$ cat src/rtl/hazard_ctrl_pkg.sv
// Shared opcode, FSM state and control-bundle definitions for the hazard controller.
package hazard_ctrl_pkg;

  localparam logic [6:0] OPC_LOAD   = 7'b0000011;
  localparam logic [6:0] OPC_STORE  = 7'b0100011;
  localparam logic [6:0] OPC_BRANCH = 7'b1100011;
  localparam logic [6:0] OPC_JAL    = 7'b1101111;
  localparam logic [6:0] OPC_OP     = 7'b0110011;
  localparam logic [6:0] OPC_OPIMM  = 7'b0010011;
  localparam logic [6:0] OPC_JALR   = 7'b1100111;
  localparam logic [6:0] OPC_LUI    = 7'b0110111;
  localparam logic [6:0] OPC_AUIPC  = 7'b0010111;

  typedef enum logic [1:0] {
    ST_RUN     = 2'd0,
    ST_LUSTALL = 2'd1,
    ST_MEMWAIT = 2'd2,
    ST_FLUSH   = 2'd3
  } state_e;

  typedef struct packed {
    logic pc_write;
    logic ifid_write;
    logic ifid_flush;
    logic idex_write;
    logic idex_bubble;
    logic exmem_hold;
  } ctrl_t;

  localparam ctrl_t CTRL_RUN    = ctrl_t'(6'b110100);
  localparam ctrl_t CTRL_FREEZE = ctrl_t'(6'b000001);
  localparam ctrl_t CTRL_BRANCH = ctrl_t'(6'b111110);
  localparam ctrl_t CTRL_LUSE   = ctrl_t'(6'b000110);
  localparam ctrl_t CTRL_RESET  = ctrl_t'(6'b000111);

endpackage

$ cat src/rtl/hazard_ctrl_reg_use_decode.sv
// Source-register extraction and usage flags for the IF/ID instruction.
module reg_use_decode
  import hazard_ctrl_pkg::*;
(
  input  logic [31:0] instr,
  output logic [4:0]  rs1,
  output logic [4:0]  rs2,
  output logic        uses_rs1,
  output logic        uses_rs2
);

  logic unused_bits;

  assign rs1         = instr[19:15];
  assign rs2         = instr[24:20];
  assign unused_bits = ^{instr[31:25], instr[14:7]};

  always_comb begin
    uses_rs1 = 1'b0;
    uses_rs2 = 1'b0;
    case (instr[6:0])
      OPC_STORE, OPC_BRANCH, OPC_OP: begin
        uses_rs1 = 1'b1;
        uses_rs2 = 1'b1;
      end
      OPC_LOAD, OPC_OPIMM, OPC_JALR: uses_rs1 = 1'b1;
      OPC_JAL, OPC_LUI, OPC_AUIPC:   uses_rs1 = 1'b0;
      default:                       uses_rs1 = 1'b0;
    endcase
  end

endmodule

$ cat src/rtl/hazard_ctrl.sv
// Pipeline hazard/stall controller: load-use stalls, branch flushes, memory-wait
// freeze, plus saturating stall/flush counters and a sticky memory-wait watchdog.
module hazard_ctrl
  import hazard_ctrl_pkg::*;
#(
  parameter int unsigned CNT_W       = 16,
  parameter int unsigned TMR_W       = 8,
  parameter int unsigned MEM_TIMEOUT = 255
) (
  input  logic             iCLK,
  input  logic             iRST_n,
  input  logic [31:0]      iInstrID,
  input  logic             iValidID,
  input  logic             iMemReadEX,
  input  logic             iRegWriteEX,
  input  logic [4:0]       iRdEX,
  input  logic             iBranchTakenEX,
  input  logic             iMemBusy,
  output logic             oPCWrite,
  output logic             oIFIDWrite,
  output logic             oIFIDFlush,
  output logic             oIDEXWrite,
  output logic             oIDEXBubble,
  output logic             oEXMEMHold,
  output logic [1:0]       oState,
  output logic [CNT_W-1:0] oStallCycles,
  output logic [CNT_W-1:0] oFlushCount,
  output logic             oMemTimeout
);

  state_e           state, state_nxt;
  ctrl_t            ctl;
  logic             flush_evt;
  logic [TMR_W-1:0] timer, timer_nxt;
  logic [CNT_W-1:0] stall_cnt, flush_cnt;
  logic             timeout;
  logic [4:0]       rs1, rs2;
  logic             uses_rs1, uses_rs2;
  logic             loaduse, lu_act, br_act;

  reg_use_decode u_decode (
    .instr    (iInstrID),
    .rs1      (rs1),
    .rs2      (rs2),
    .uses_rs1 (uses_rs1),
    .uses_rs2 (uses_rs2)
  );

  assign loaduse = iValidID & iMemReadEX & iRegWriteEX & (iRdEX != 5'd0) &
                   ((uses_rs1 & (rs1 == iRdEX)) | (uses_rs2 & (rs2 == iRdEX)));
  // A stall or flush already in progress masks the hazards it is resolving.
  assign lu_act  = loaduse & (state != ST_LUSTALL) & (state != ST_FLUSH);
  assign br_act  = iBranchTakenEX & (state != ST_FLUSH);

  // Next state and Mealy controls; MEMWAIT without busy behaves exactly as RUN.
  always_comb begin
    ctl       = CTRL_RUN;
    state_nxt = ST_RUN;
    flush_evt = 1'b0;
    if (iMemBusy) begin
      ctl       = CTRL_FREEZE;
      state_nxt = ST_MEMWAIT;
    end else if (br_act) begin
      ctl       = CTRL_BRANCH;
      state_nxt = ST_FLUSH;
      flush_evt = 1'b1;
    end else if (lu_act) begin
      ctl       = CTRL_LUSE;
      state_nxt = ST_LUSTALL;
    end
    if (!iRST_n) ctl = CTRL_RESET;
  end

  // Wait timer restarts on MEMWAIT entry and saturates while waiting.
  always_comb begin
    timer_nxt = '0;
    if (state == ST_MEMWAIT) timer_nxt = (timer == '1) ? timer : timer + TMR_W'(1);
  end

  always_ff @(posedge iCLK or negedge iRST_n) begin
    if (!iRST_n) begin
      state     <= ST_RUN;
      timer     <= '0;
      timeout   <= 1'b0;
      stall_cnt <= '0;
      flush_cnt <= '0;
    end else begin
      state <= state_nxt;
      if (iMemBusy) timer <= timer_nxt;
      if (iMemBusy && (timer_nxt == TMR_W'(MEM_TIMEOUT))) timeout <= 1'b1;
      if (!ctl.pc_write && (stall_cnt != '1)) stall_cnt <= stall_cnt + CNT_W'(1);
      if (flush_evt && (flush_cnt != '1)) flush_cnt <= flush_cnt + CNT_W'(1);
    end
  end

  assign oPCWrite     = ctl.pc_write;
  assign oIFIDWrite   = ctl.ifid_write;
  assign oIFIDFlush   = ctl.ifid_flush;
  assign oIDEXWrite   = ctl.idex_write;
  assign oIDEXBubble  = ctl.idex_bubble;
  assign oEXMEMHold   = ctl.exmem_hold;
  assign oState       = state;
  assign oStallCycles = stall_cnt;
  assign oFlushCount  = flush_cnt;
  assign oMemTimeout  = timeout;

endmodule

$ cat config.mk
export PLATFORM = sky130hd
export DESIGN_NAME = hazard_ctrl
export DESIGN_NICKNAME = d
export VERILOG_FILES = /design/src/rtl/hazard_ctrl_pkg.sv /design/src/rtl/hazard_ctrl_reg_use_decode.sv /design/src/rtl/hazard_ctrl.sv
export SDC_FILE = /design/constraint.sdc
export NUM_CORES = 1
export LEC_CHECK = 0
export CORE_MARGIN = 10
export CORE_UTILIZATION = 45
export CTS_BUF_LIST = sky130_fd_sc_hd__clkbuf_8
export DETAILED_ROUTE_END_ITERATION = 10
export DONT_BUFFER_PORTS = 1
export MAX_ROUTING_LAYER = met4
export PLACE_DENSITY_LB_ADDON = 0.08
export SLEW_MARGIN = 10
export SYNTH_ARGS = -nofsm -noshare
export SYNTH_HDL_FRONTEND = slang
export SYNTH_HIERARCHICAL = 1
export SYNTH_SLANG_ARGS = --single-unit
$ cat constraint.sdc
create_clock -name iCLK -period 3.2 [get_ports iCLK]
set_input_delay 0.32 -clock iCLK [delete_from_list [all_inputs] [get_ports iCLK]]
set_output_delay 0.32 -clock iCLK [all_outputs]
set_load 0.01 [all_outputs]
After elaboration in Yosys (flattened, before gate mapping)
Index checks and enable logic that the tools add are counted.
{"block": "word_totals", "register_bits": 43, "in_bits": 44, "out_inout_bits": 41, "wordCells": 53}
{"block": "classes", "add_sub_neg": 3, "eq_ne": 15, "n_mux": 13, "bitwise": 10, "n_reduce_logical": 7}
{"cell": "$add 16x1->16 const B", "count": 2}
{"cell": "$ne 16x16->1 const B", "count": 2}
{"cell": "$mux 6", "count": 4}
{"cell": "$eq 8x8->1 const B", "count": 2}
{"cell": "$mux 8", "count": 2}
{"cell": "$eq 7x6->1 const B", "count": 2}
{"cell": "$eq 7x7->1 const B", "count": 2}
{"cell": "$eq 5x5->1", "count": 2}
{"cell": "$and 1x1->1", "count": 9}
{"cell": "$add 8x1->8 const B", "count": 1}
{"cell": "$eq 7x2->1 const B", "count": 1}
{"cell": "$eq 7x5->1 const B", "count": 1}
{"cell": "$reduce_or 6->1", "count": 1}
{"cell": "$mux 1", "count": 5}
{"cell": "$reduce_bool 5->1", "count": 1}
{"cell": "$mux 2", "count": 2}
{"cell": "$logic_and 1x1->1", "count": 3}
{"cell": "$reduce_or 3->1", "count": 1}
{"cell": "$eq 2x2->1 const B", "count": 1}
{"cell": "$ne 2x1->1 const B", "count": 1}
{"cell": "$ne 2x2->1 const B", "count": 1}
{"cell": "$logic_not 1->1", "count": 1}
{"cell": "$or 1x1->1", "count": 1}

Depth between registers and ports, before layout
{"block": "depth", "depth_word": 14, "depth_mapped": 10, "mapped_depth_nobuf": 9}

Cells and area by module
Netlist, hierarchy kept.
{"mod": "hazard_ctrl", "instances": 1, "cells_per_inst": 217, "area_each_um2": 2230.9, "seq_area_each_um2": 1076.0}
{"mod": "reg_use_decode", "instances": 1, "cells_per_inst": 16, "area_each_um2": 118.9, "seq_area_each_um2": 0.0}

Worst setup path after synthesis
Ideal clock, no wire load.
{"block": "synth_timing", "kind": "register to register", "start": "register flush_cnt[0] (netlist: oFlushCount[0])", "end": "register flush_cnt[9] (netlist: oFlushCount[9])", "setup_time_ns": 0.126, "t_arrival_ns": 1.793, "required_time_ns": 3.074, "setup_slack_ns": 1.281, "path_stages_with_launch": 9, "n_path_buf": 0, "synth_period_minus_slack_ns": 1.919, "cell_sequence": "dfrtp_1 -> ha_1 -> nand4_1 -> nor4_1 -> nor3_2 -> nand2_1 -> nor3_2 -> nand4_1 -> xnor2_1"}
{"block": "synth_between", "elab_chain_len": 2, "word_cells_on_any_way": 3, "classes_between": "add/sub: 1; eq/ne: 1; reduce/logical: 1"}
{"element": "from (decl)", "line_no": "hazard_ctrl.sv:35", "rtl": "logic [CNT_W-1:0] stall_cnt, flush_cnt;"}
{"element": "from (signal assigned)", "line_no": "hazard_ctrl.sv:92", "rtl": "if (flush_evt && (flush_cnt != '1)) flush_cnt <= flush_cnt + CNT_W'(1);"}
{"element": "parallel branches: the longest is 2 deep, another holds $add 16x1->16"}
Parallel ways; which one is timed is not known.
A chain may end at the register's enable or synchronous reset.

Worst setup path after layout
Same ends and word-level chain as after synthesis.

==> results.sh <==
export IMPL_drt_met1_wl_um=2150
export IMPL_start_kind="flop"
export IMPL_final_seq_area_um2=1080
export IMPL_rsz0062_at_grt="false"
export IMPL_vdd_drop_max_v=0.000327
export IMPL_path_cells="ha_1 > nand4_1 > nor4_1 > nor3_2 > nand2_1 > nor3_2 > nand4_1 > xnor2_1"
export IMPL_hold_end="oState[0]"
export IMPL_initial_utilization=0.463
export IMPL_pre_cts_slack_ps=964
export IMPL_drt_iter0_drc=48
export IMPL_synth_area_leaders="dfrtp_1 (46%), xnor2_1 (14%), nand2_1 (4.8%)"
export IMPL_hold_class="in -> reg"
export IMPL_syn_avg_cell_area_um2=10.1
export IMPL_antenna_cells=0
export IMPL_synthArstFlopShare=1.00
export IMPL_placed_cell_area_um2=2330
export IMPL_dieArea_um2=8510
export IMPL_post_route_drc_count=0
export IMPL_postCtsSetupRepairBufs=0
export IMPL_core_um2=5070
export IMPL_worst_pin_slew_ps=492
export IMPL_slew_headroom=0.671
export IMPL_postRouteAntennaNets=0
export IMPL_synthFlopType="dfrtp_1"
export IMPL_yosysMostFrequentCell="dfrtp_1"
export IMPL_sequentialPowerShare=0.555
export IMPL_routabilityCongestion=0.818
export IMPL_critical_path_buf_inv_count=0
export IMPL_regToRegEndpoint="oFlushCount[9]"
export IMPL_clk_latency_ps=290
export IMPL_cts_resized=0
export IMPL_die_h_um=92.3
export IMPL_grt_usage=0.125
export IMPL_stdcell_count=299
export IMPL_p_leak_nw=1.00
export IMPL_final_design_area_no_fill_um2=2480
export IMPL_drt_wl_total_um=5070
export IMPL_min_from="iMemBusy"
export IMPL_grt_pass1_wl_um=8460
export IMPL_fmax_mhz=450
export IMPL_maxSlewViolCount=0
export IMPL_vias_per_cell=5.53
export IMPL_clockPowerShare=0.300
export IMPL_dr_wl_met2_um=2390
export IMPL_cp_data_arrival_time_ps=2400
export IMPL_grt_overflow=0
export IMPL_reg2regPathDepth=8
export IMPL_syn_inst=233
export IMPL_required_ps=3380
export IMPL_antenna_found_initial=0
export IMPL_routedWlPerCell_um=17.0
export IMPL_ff2ff_setup_slack_ps=980
export IMPL_tns_ps=0
export IMPL_cp_max_fo=6
export IMPL_period_minus_slack_ps=2220
export IMPL_drive_gt1_frac=0.114
export IMPL_synth_seq_cells=43
export IMPL_row_count=26
export IMPL_cts_sinks=43
export IMPL_cp_top_family="simple AND/OR/NAND/NOR gates"
export IMPL_cts_hold_buf=2
export IMPL_grt_max_degree=44
export IMPL_syn_nets=280
export IMPL_yosys_warnings=6
export IMPL_swShare=0.309
export IMPL_die_w_um=92.3
export IMPL_maxCapViolCount=0
export IMPL_numCtsBuffers=5
export IMPL_crit_path_top_delay_cell="dfrtp_1"
export IMPL_fin_ws_ps=978
export IMPL_nFillCells=504
export IMPL_nNetsFinal=275
export IMPL_p_comb_frac=0.145
export IMPL_path_clk_slew_ps=80
export IMPL_met3WireLength_um=462
export IMPL_synth_common_cells="dfrtp_1 (43), xnor2_1 (37), nand2_1 (30), nand3_1 (16), nand4_1 (14)"
export IMPL_dp_final_hpwl_um=3920
export IMPL_synth_cell_types=38
export IMPL_synth_area_um2=2350
export IMPL_h_tree_depth=2
export IMPL_cts_tree="done"
export IMPL_area_delta_synth_final_pct=5.54
export IMPL_setup_viol=0
export IMPL_place_inst=289
export IMPL_hold_viol=0
export IMPL_crit_type="reg -> reg"
export IMPL_p_int_mw=0.994
export IMPL_outcome="completed"
export IMPL_root_buffer="clkbuf_8"
export IMPL_r2r_start="oFlushCount[0]"
export IMPL_netSwitchingPower_mw=0.445
export IMPL_hold_depth=1
export IMPL_io_pins=85
export IMPL_endpoint_kind="flop"
export IMPL_yosysSeqAreaShare=0.458
export IMPL_max_stage_delay_ps=470
export IMPL_clk_path_buf_depth=2
export IMPL_netlist_area_leader_share=0.458
export IMPL_detail_route_first_pass_iterations=4
export IMPL_grt_pass1_vias=1658
export IMPL_routed_top_layer="met4"
export IMPL_yosys_area_top_type="dfrtp_1"
export IMPL_post_route_period_util=0.694
export IMPL_multi_input_area_um2=1160
export IMPL_portBuffers=0
export IMPL_fin_skew_ps=6.66
export IMPL_num_vias=1652
export IMPL_p_per_area_nw_per_um2=580
export IMPL_synth_edf_count=0
layer usage:
| layer | global-route usage | up-vias |
|---|---|---|
| met2 | 0.192 | 49 |
| met4 | 0.0437 | 0 |
| met5 | - | - |
| met3 | 0.0513 | 8 |
| li1 | - | 791 |
| met1 | 0.145 | 804 |
registers in the layout, summed over array words and instances, names as in the netlist:
signal        cells
timer             8
oFlushCount      16
oState            2
oMemTimeout       1
oStallCycles     16
worst max path at each step:
stage | depth (start not counted) | startpoint | to
6_report | 8 | oFlushCount[0] | oFlushCount[9]
5_1_grt | 8 | oFlushCount[0] | oFlushCount[9]
4_1_cts | 8 | oFlushCount[0] | oFlushCount[9]
3_5_place_dp | 8 | oFlushCount[0] | oFlushCount[9]
3_3_place_gp | 8 | oFlushCount[0] | oFlushCount[9]
2_1_floorplan | 8 | oFlushCount[0] | oFlushCount[9]
cells by family after synthesis:
| kind of cell | after synthesis | share of synthesized area |
|---|---|---|
| mux | 3 | 0.0144 |
| compound gates | 29 | 0.0841 |
| buf+inv | 17 | 0.0495 |
| flops | 43 | 0.458 |
| xor+xnor | 41 | 0.153 |
| fa+ha+maj | 3 | 0.0160 |
| simple gates | 97 | 0.225 |
layout by cell type (no fill, tap or decap), drive strengths merged, types with 5 or more instances in the layout:
cell and count:
nand4 14, o21ai 9, nand3 17, nor2 13
and3 5, dfrtp 43, nand2 30, a21oi 11
clkbuf 6, xnor2 37
metrics by stage:
stage,utilization,hold slack (ps),power (mW)
final,0.489,103,1.44
after global routing,0.489,87.8,1.53
after CTS,0.489,91.7,1.46
after detailed placement,0.460,27.3,1.01
after global placement,0.460,27.1,0.999
after floorplan,-,24.4,0.961
final cells by class:
class                      count  share of cell area
multi-input combinational    173               0.467
sequential                    43               0.434
tap                           70              0.0353
clock buffer                   6              0.0333
clock inverter                 2              0.0141
timing repair buffer           2              0.0121
inverter                       3             0.00454
power by group through the flow:
stage / clock (mW) / combinational [mW] / sequential (mW)
6_report: 0.432 / 0.209 / 0.798
2_1_floorplan: 0 / 0.187 / 0.774
4_1_cts: 0.447 / 0.214 / 0.803
5_1_grt: 0.468 / 0.241 / 0.823
3_3_place_gp: 0 / 0.190 / 0.809
3_5_place_dp: 0 / 0.199 / 0.814
Note: power is estimated with default switching activity, not from simulation.
